--- src/rtl/cmp_latch_bank_if.sv ---
// Bus bundle for cmp_latch_bank: per-channel comparator inputs, control,
// committed decisions, edge pulses and packed toggle counters.
interface cmp_latch_bank_if #(
  parameter int CHANNELS = 4,
  parameter int CNT_W    = 8
);
  logic                      en;
  logic                      clr_cnt;
  logic [CHANNELS-1:0]       vip;
  logic [CHANNELS-1:0]       vin;
  logic [CHANNELS-1:0]       out;
  logic [CHANNELS-1:0]       valid;
  logic [CHANNELS-1:0]       rise;
  logic [CHANNELS-1:0]       fall;
  logic [CHANNELS*CNT_W-1:0] toggle_cnt;

  modport master (
    output en, clr_cnt, vip, vin,
    input  out, valid, rise, fall, toggle_cnt
  );

  modport slave (
    input  en, clr_cnt, vip, vin,
    output out, valid, rise, fall, toggle_cnt
  );
endinterface

--- src/rtl/cmp_latch_bank.sv ---
// Multi-channel clocked latching comparator: synchronise vip/vin, filter the
// decision over FILTER_LEN edges, hold on equal inputs, report edges and counts.
module cmp_latch_bank #(
  parameter int CHANNELS    = 4,
  parameter int SYNC_STAGES = 2,
  parameter int FILTER_LEN  = 4,
  parameter int CNT_W       = 8
) (
  input logic             clk,
  input logic             rst,
  cmp_latch_bank_if.slave bus
);
  localparam int RUN_W = $clog2(FILTER_LEN + 1);
  typedef logic [RUN_W-1:0] run_t;
  localparam run_t RUN_FULL = run_t'(FILTER_LEN);

  function automatic logic [CNT_W-1:0] sat_inc(input logic [CNT_W-1:0] c);
    return (&c) ? c : c + CNT_W'(1);
  endfunction

  for (genvar i = 0; i < CHANNELS; i++) begin : g_ch
    logic [SYNC_STAGES-1:0] sp_p0, sn_p0;
    logic                   sp, sn;
    logic                   has_cand, cand, brk, restart, commit;
    run_t                   run_p1, run_next;
    logic                   pend_p1;
    logic                   out_q, valid_q, rise_q, fall_q;
    logic [CNT_W-1:0]       cnt_q;

    // Stage p0: input synchronisers (shift in at bit 0, sample at the top)
    always_ff @(posedge clk or posedge rst) begin
      if (rst) begin
        sp_p0 <= '0;
        sn_p0 <= '0;
      end else begin
        sp_p0 <= {sp_p0[SYNC_STAGES-2:0], bus.vip[i]};
        sn_p0 <= {sn_p0[SYNC_STAGES-2:0], bus.vin[i]};
      end
    end

    assign sp = sp_p0[SYNC_STAGES-1];
    assign sn = sn_p0[SYNC_STAGES-1];

    // A zero run means the previous edge broke it, so the next candidate starts fresh
    always_comb begin
      has_cand = sp ^ sn;
      cand     = sp;
      brk      = !has_cand || (valid_q && (cand == out_q)) || !bus.en;
      restart  = (cand != pend_p1) || (run_p1 == '0);
      run_next = restart ? run_t'(1) : run_p1 + run_t'(1);
      commit   = !brk && (run_next == RUN_FULL);
    end

    // Stage p1: filter run, committed decision, pulses and toggle counter
    always_ff @(posedge clk or posedge rst) begin
      if (rst) begin
        run_p1  <= '0;
        pend_p1 <= 1'b0;
        out_q   <= 1'b0;
        valid_q <= 1'b0;
        rise_q  <= 1'b0;
        fall_q  <= 1'b0;
        cnt_q   <= '0;
      end else begin
        rise_q <= 1'b0;
        fall_q <= 1'b0;
        if (brk) begin
          run_p1 <= '0;
        end else begin
          pend_p1 <= cand;
          if (commit) begin
            out_q   <= cand;
            valid_q <= 1'b1;
            rise_q  <= cand;
            fall_q  <= !cand && valid_q;
            run_p1  <= '0;
          end else begin
            run_p1 <= run_next;
          end
        end
        // Clear has priority over a coincident increment
        if (bus.clr_cnt)
          cnt_q <= '0;
        else if (commit && (cand || valid_q))
          cnt_q <= sat_inc(cnt_q);
      end
    end

    assign bus.out[i]                      = out_q;
    assign bus.valid[i]                    = valid_q;
    assign bus.rise[i]                     = rise_q;
    assign bus.fall[i]                     = fall_q;
    assign bus.toggle_cnt[i*CNT_W +: CNT_W] = cnt_q;
  end
endmodule

--- src/flat_wrapper.sv ---
// flat-port wrapper written by rule: the top's interface ports become plain ports
module cmp_latch_bank_flat 
#(
  parameter int CHANNELS    = 4,
  parameter int SYNC_STAGES = 2,
  parameter int FILTER_LEN  = 4,
  parameter int CNT_W       = 8
)
  (clk, rst, bus_en, bus_clr_cnt, bus_vip, bus_vin, bus_out, bus_valid, bus_rise, bus_fall, bus_toggle_cnt);
  cmp_latch_bank_if #(.CHANNELS(CHANNELS), .CNT_W(CNT_W)) bus_i ();
  input logic clk;
  input logic rst;
  input wire logic [$bits(bus_i.en)-1:0] bus_en;
  input wire logic [$bits(bus_i.clr_cnt)-1:0] bus_clr_cnt;
  input wire logic [$bits(bus_i.vip)-1:0] bus_vip;
  input wire logic [$bits(bus_i.vin)-1:0] bus_vin;
  output wire logic [$bits(bus_i.out)-1:0] bus_out;
  output wire logic [$bits(bus_i.valid)-1:0] bus_valid;
  output wire logic [$bits(bus_i.rise)-1:0] bus_rise;
  output wire logic [$bits(bus_i.fall)-1:0] bus_fall;
  output wire logic [$bits(bus_i.toggle_cnt)-1:0] bus_toggle_cnt;
  assign bus_i.en = bus_en;
  assign bus_i.clr_cnt = bus_clr_cnt;
  assign bus_i.vip = bus_vip;
  assign bus_i.vin = bus_vin;
  assign bus_out = bus_i.out;
  assign bus_valid = bus_i.valid;
  assign bus_rise = bus_i.rise;
  assign bus_fall = bus_i.fall;
  assign bus_toggle_cnt = bus_i.toggle_cnt;
  cmp_latch_bank #(.CHANNELS(CHANNELS), .SYNC_STAGES(SYNC_STAGES), .FILTER_LEN(FILTER_LEN), .CNT_W(CNT_W)) u_core (.clk(clk), .rst(rst), .bus(bus_i));
endmodule
--- config.mk ---
export PLATFORM = sky130hd
export DESIGN_NAME = cmp_latch_bank_flat
export DESIGN_NICKNAME = d
export VERILOG_FILES = /design/src/rtl/cmp_latch_bank_if.sv /design/src/rtl/cmp_latch_bank.sv /design/src/flat_wrapper.sv
export SDC_FILE = /design/constraint.sdc
export NUM_CORES = 1
export LEC_CHECK = 0
export CELL_PAD_IN_SITES_DETAIL_PLACEMENT = 0
export CELL_PAD_IN_SITES_GLOBAL_PLACEMENT = 2
export CORE_UTILIZATION = 31
export CTS_BUF_LIST = sky130_fd_sc_hd__clkbuf_16
export CTS_CLUSTER_DIAMETER = 80
export CTS_CLUSTER_SIZE = 40
export DETAILED_ROUTE_END_ITERATION = 8
export PLACE_DENSITY_LB_ADDON = 0.2
export RECOVER_POWER = 100
export SETUP_SLACK_MARGIN = 0.15
export SYNTH_ARGS = -nofsm -noshare
export SYNTH_HDL_FRONTEND = slang
export SYNTH_SLANG_ARGS = --single-unit
--- constraint.sdc ---
create_clock -name clk -period 2.6 [get_ports clk]
set_input_delay 0.52 -clock clk [delete_from_list [all_inputs] [get_ports clk]]
set_output_delay 0.52 -clock clk [all_outputs]
set_load 0.05 [all_outputs]
==> out/results.txt <==
port bufs -> 59
Fillers -> 1,248
largest net degree at the start of global routing -> 81
Root Buffer -> clkbuf_16
Syn Inst Count -> 353
R2R setup slack -> 0.33 ns
XOR/XNOR share of the synthesized area -> 5.75%
multi-input logic area -> 1540 µm²
GR Overflow Total -> 0
DRC -> 0
RSZ-0062 raised after global routing -> no
Mapped Area -> 3810 µm²
cell family with most CP delay -> simple AND/OR/NAND/NOR gates
final hold violation count -> 0
worst flop-to-flop path startpoint -> u_core.g_ch[0].run_p1[0]$_DFF_PP0_
Post-Synth Simple-Gate Area -> 20.6%
FF/Latch Area -> 2000 µm²
worst skew pair latency -> 0.34 ns
critical path startpoint category -> flop
post-synthesis sequential area ratio -> 52.6%
number of global-route vias before repair -> 2,739
HP Class -> reg -> reg
WP data required -> 2.87 ns
Synth Area in Adders -> 3.94%
Leakage -> 2.19 nW
Synth Area in Compound Gates -> 7.33%
clk slew on worst S/H paths -> 0.06 ns
Final Critical Period -> 2.27 ns
Hold Path Depth -> 0
Clock Tree Buf Depth -> 2
Final period util -> 87.5%
initial antenna violation count -> 1
Boundary Pins -> 60
Pre-antenna DRT Iters -> 4
post-synthesis mux area share -> 3.38%
Worst path depth -> 7
pwr/cell area -> 562 nW/µm²
setup TNS after final layout -> 0 ns
DIE HEIGHT -> 113 µm
Yosys top cell by area -> dfrtp_1
WP buf/inv -> 1
critical path class -> reg -> reg
setup ws final -> 0.325 ns
hpwl dp -> 5430 µm
Slew Limit Fails -> 0
most frequent cells in the layout -> 80 x dfrtp_1, 58 x dlygate4sd3_1, 31 x nor2_1, 20 x inv_1, 17 x nand2_1
CP arrival -> 2.55 ns
Vias per Instance -> 4.77
per-cell routed wire length -> 14.0 µm
final antenna-violating net count -> 0
first-pass GRT wire length -> 13,400 µm
Area growth, synth to finish -> 24.1%
yosys warns -> 0
Syn Nets -> 377
Least-Margin Pin Slew -> 1.10 ns
Hold Startpoint -> u_core.g_ch[1].sp_p0[0]$_DFF_PP0_
H-tree level count -> 3
Setup Skew -> 0.00456 ns
DP Worst Slack -> 0.144 ns
Post-CTS Setup Bufs -> 0
reported max-cap violation count -> 0
Clock Sinks -> 80
Post-synth EDFFs -> 0
total number of vias -> 2,678
reg2reg end -> u_core.g_ch[0].cnt_q[4]$_DFFE_PP0P_
layout cell share with drive strength beyond 1 -> 6.76%
largest family of logic cells by synthesized area -> simple AND/OR/NAND/NOR gates
library cells used by synthesis -> 51
CP max stage delay -> 0.54 ns
worst path cell trace -> inv_1, ha_1, and2b_1, nand4bb_1, or3_1, or4_1, a21oi_1
Worst path slowest cell -> or3_1
syn avg cell area -> 10.8 µm²
max frequency -> 440 MHz
Iteration-0 DRC Markers -> 87
Core Box Area -> 12,000 µm²
CTS tree -> done
final setup fails -> 0
Yosys top cell area share -> 52.6%
hold_buf cts -> 0
DIE AREA -> 12,700 µm²
Setup crit end kind -> flop
gr usage total -> 13.6%
ys flop type -> dfrtp_1
fin nets -> 433
CTS Buf Count -> 9
chip width -> 113 µm
Post-Route WL -> 7840 µm
relative max-transition margin -> 26.9%
outcome -> finished, final reports clean
Starting Density -> 31.7%
Reg2Reg Depth -> 7
VDD IR max -> 0.332 mV
FF+latch count, synth -> 80
# rows -> 40
CP max FO -> 13
gpl congestion -> 0.745
top post-synthesis cells by area -> dfrtp_1 53%, ha_1 3.9%, xnor2_1 3.7%
Synth async-reset ratio -> 100%
WHS Endpoint -> u_core.g_ch[1].sp_p0[1]$_DFF_PP0_
commonest non-fill, non-tap cell in the layout -> dfrtp_1
==> through the flow <==
| step | instances | util, % | instance area, µm² | power (mW) | hold slack (ns) |
|---|---|---|---|---|---|
| after floorplan | 353 | - | 3810 | 1.42 | 0.331 |
| after global placement | 545 | 37.4 | 4500 | 1.48 | 0.332 |
| after detailed placement | 545 | 37.4 | 4500 | 1.48 | 0.336 |
| after CTS | 561 | 39.8 | 4780 | 2.72 | 0.341 |
| after global routing | 562 | 39.3 | 4730 | 2.77 | 0.353 |
| final | 562 | 39.3 | 4730 | 2.65 | 0.346 |
==> state kept, by name, summed over array words and instances (netlist names) <==
register	cells
u_core.g_ch.sn_p0	8
u_core.g_ch.rise_q	4
u_core.g_ch.fall_q	4
u_core.g_ch.pend_p1	4
u_core.g_ch.valid_q	4
u_core.g_ch.sp_p0	8
u_core.g_ch.out_q	4
u_core.g_ch.cnt_q	32
u_core.g_ch.run_p1	12
==> worst max path at each step <==
stage                                   startpoint                             endpoint  slack, ns
2_1_floorplan  u_core.g_ch[0].cnt_q[2]$_DFFE_PP0P_  u_core.g_ch[0].cnt_q[3]$_DFFE_PP0P_       0.49
3_3_place_gp                                bus_en  u_core.g_ch[1].cnt_q[3]$_DFFE_PP0P_       0.18
3_5_place_dp                                bus_en  u_core.g_ch[1].cnt_q[4]$_DFFE_PP0P_       0.14
4_1_cts         u_core.g_ch[1].run_p1[0]$_DFF_PP0_  u_core.g_ch[1].cnt_q[4]$_DFFE_PP0P_       0.24
5_1_grt         u_core.g_ch[1].run_p1[0]$_DFF_PP0_  u_core.g_ch[1].cnt_q[3]$_DFFE_PP0P_       0.12
6_report        u_core.g_ch[0].run_p1[0]$_DFF_PP0_  u_core.g_ch[0].cnt_q[4]$_DFFE_PP0P_       0.33
==> power breakdown <==
| part | total [mW] | internal, mW | switching, mW |
|---|---|---|---|
| sequential | 1.30 | 1.28 | 0.0249 |
| clock | 1.21 | 0.725 | 0.485 |
| combinational | 0.144 | 0.0555 | 0.0887 |
| total | 2.65 | 2.06 | 0.599 |
==> metal layers <==
metal  part of all wire [%]  up-vias  global-route usage [%]
met1                     47     1284                    17.1
li1                       -     1338                       -
met5                      0        -                       0
met2                     46       48                    21.2
met4                    1.4        0                    5.33
met3                    5.5        8                    5.41
==> cell type report <==
class	count	share of cell area, %
antenna	1	0.0530
clock buffer	9	4.77
clock inverter	7	1.14
inverter	20	1.67
multi-input combinational	230	32.6
sequential	80	42.4
tap	147	3.89
timing repair buffer	68	13.5
==> timing repair <==
item                                    4_1_cts  5_1_grt
gates resized for setup                       0        1
endpoints found under the hold margin         0        0
endpoints found under the setup margin        0        5
==> kinds of logic (layout without fill, tap and decap cells) <==
family,after synthesis,after routing
muxes,12,12
DFF,80,80
xor gates and xnor gates,25,25
AOI/OAI and AO/OA,43,43
buffers and inverters,43,104
other,0,1
and+or+nand+nor,138,138
adders and majority gates,12,12
==> synth_stat cells (all sizes together), types with 6 or more instances <==
master  instances
a21oi          16
and3            6
buf            19
dfrtp          80
ha             12
inv            20
mux2            7
nand2          17
nand3          10
nand4           6
nor2           31
nor2b          10
nor3            7
nor4           11
o21ai          11
or3             7
xnor2          16
xor2            9
Note: power is estimated with default switching activity, not from simulation.
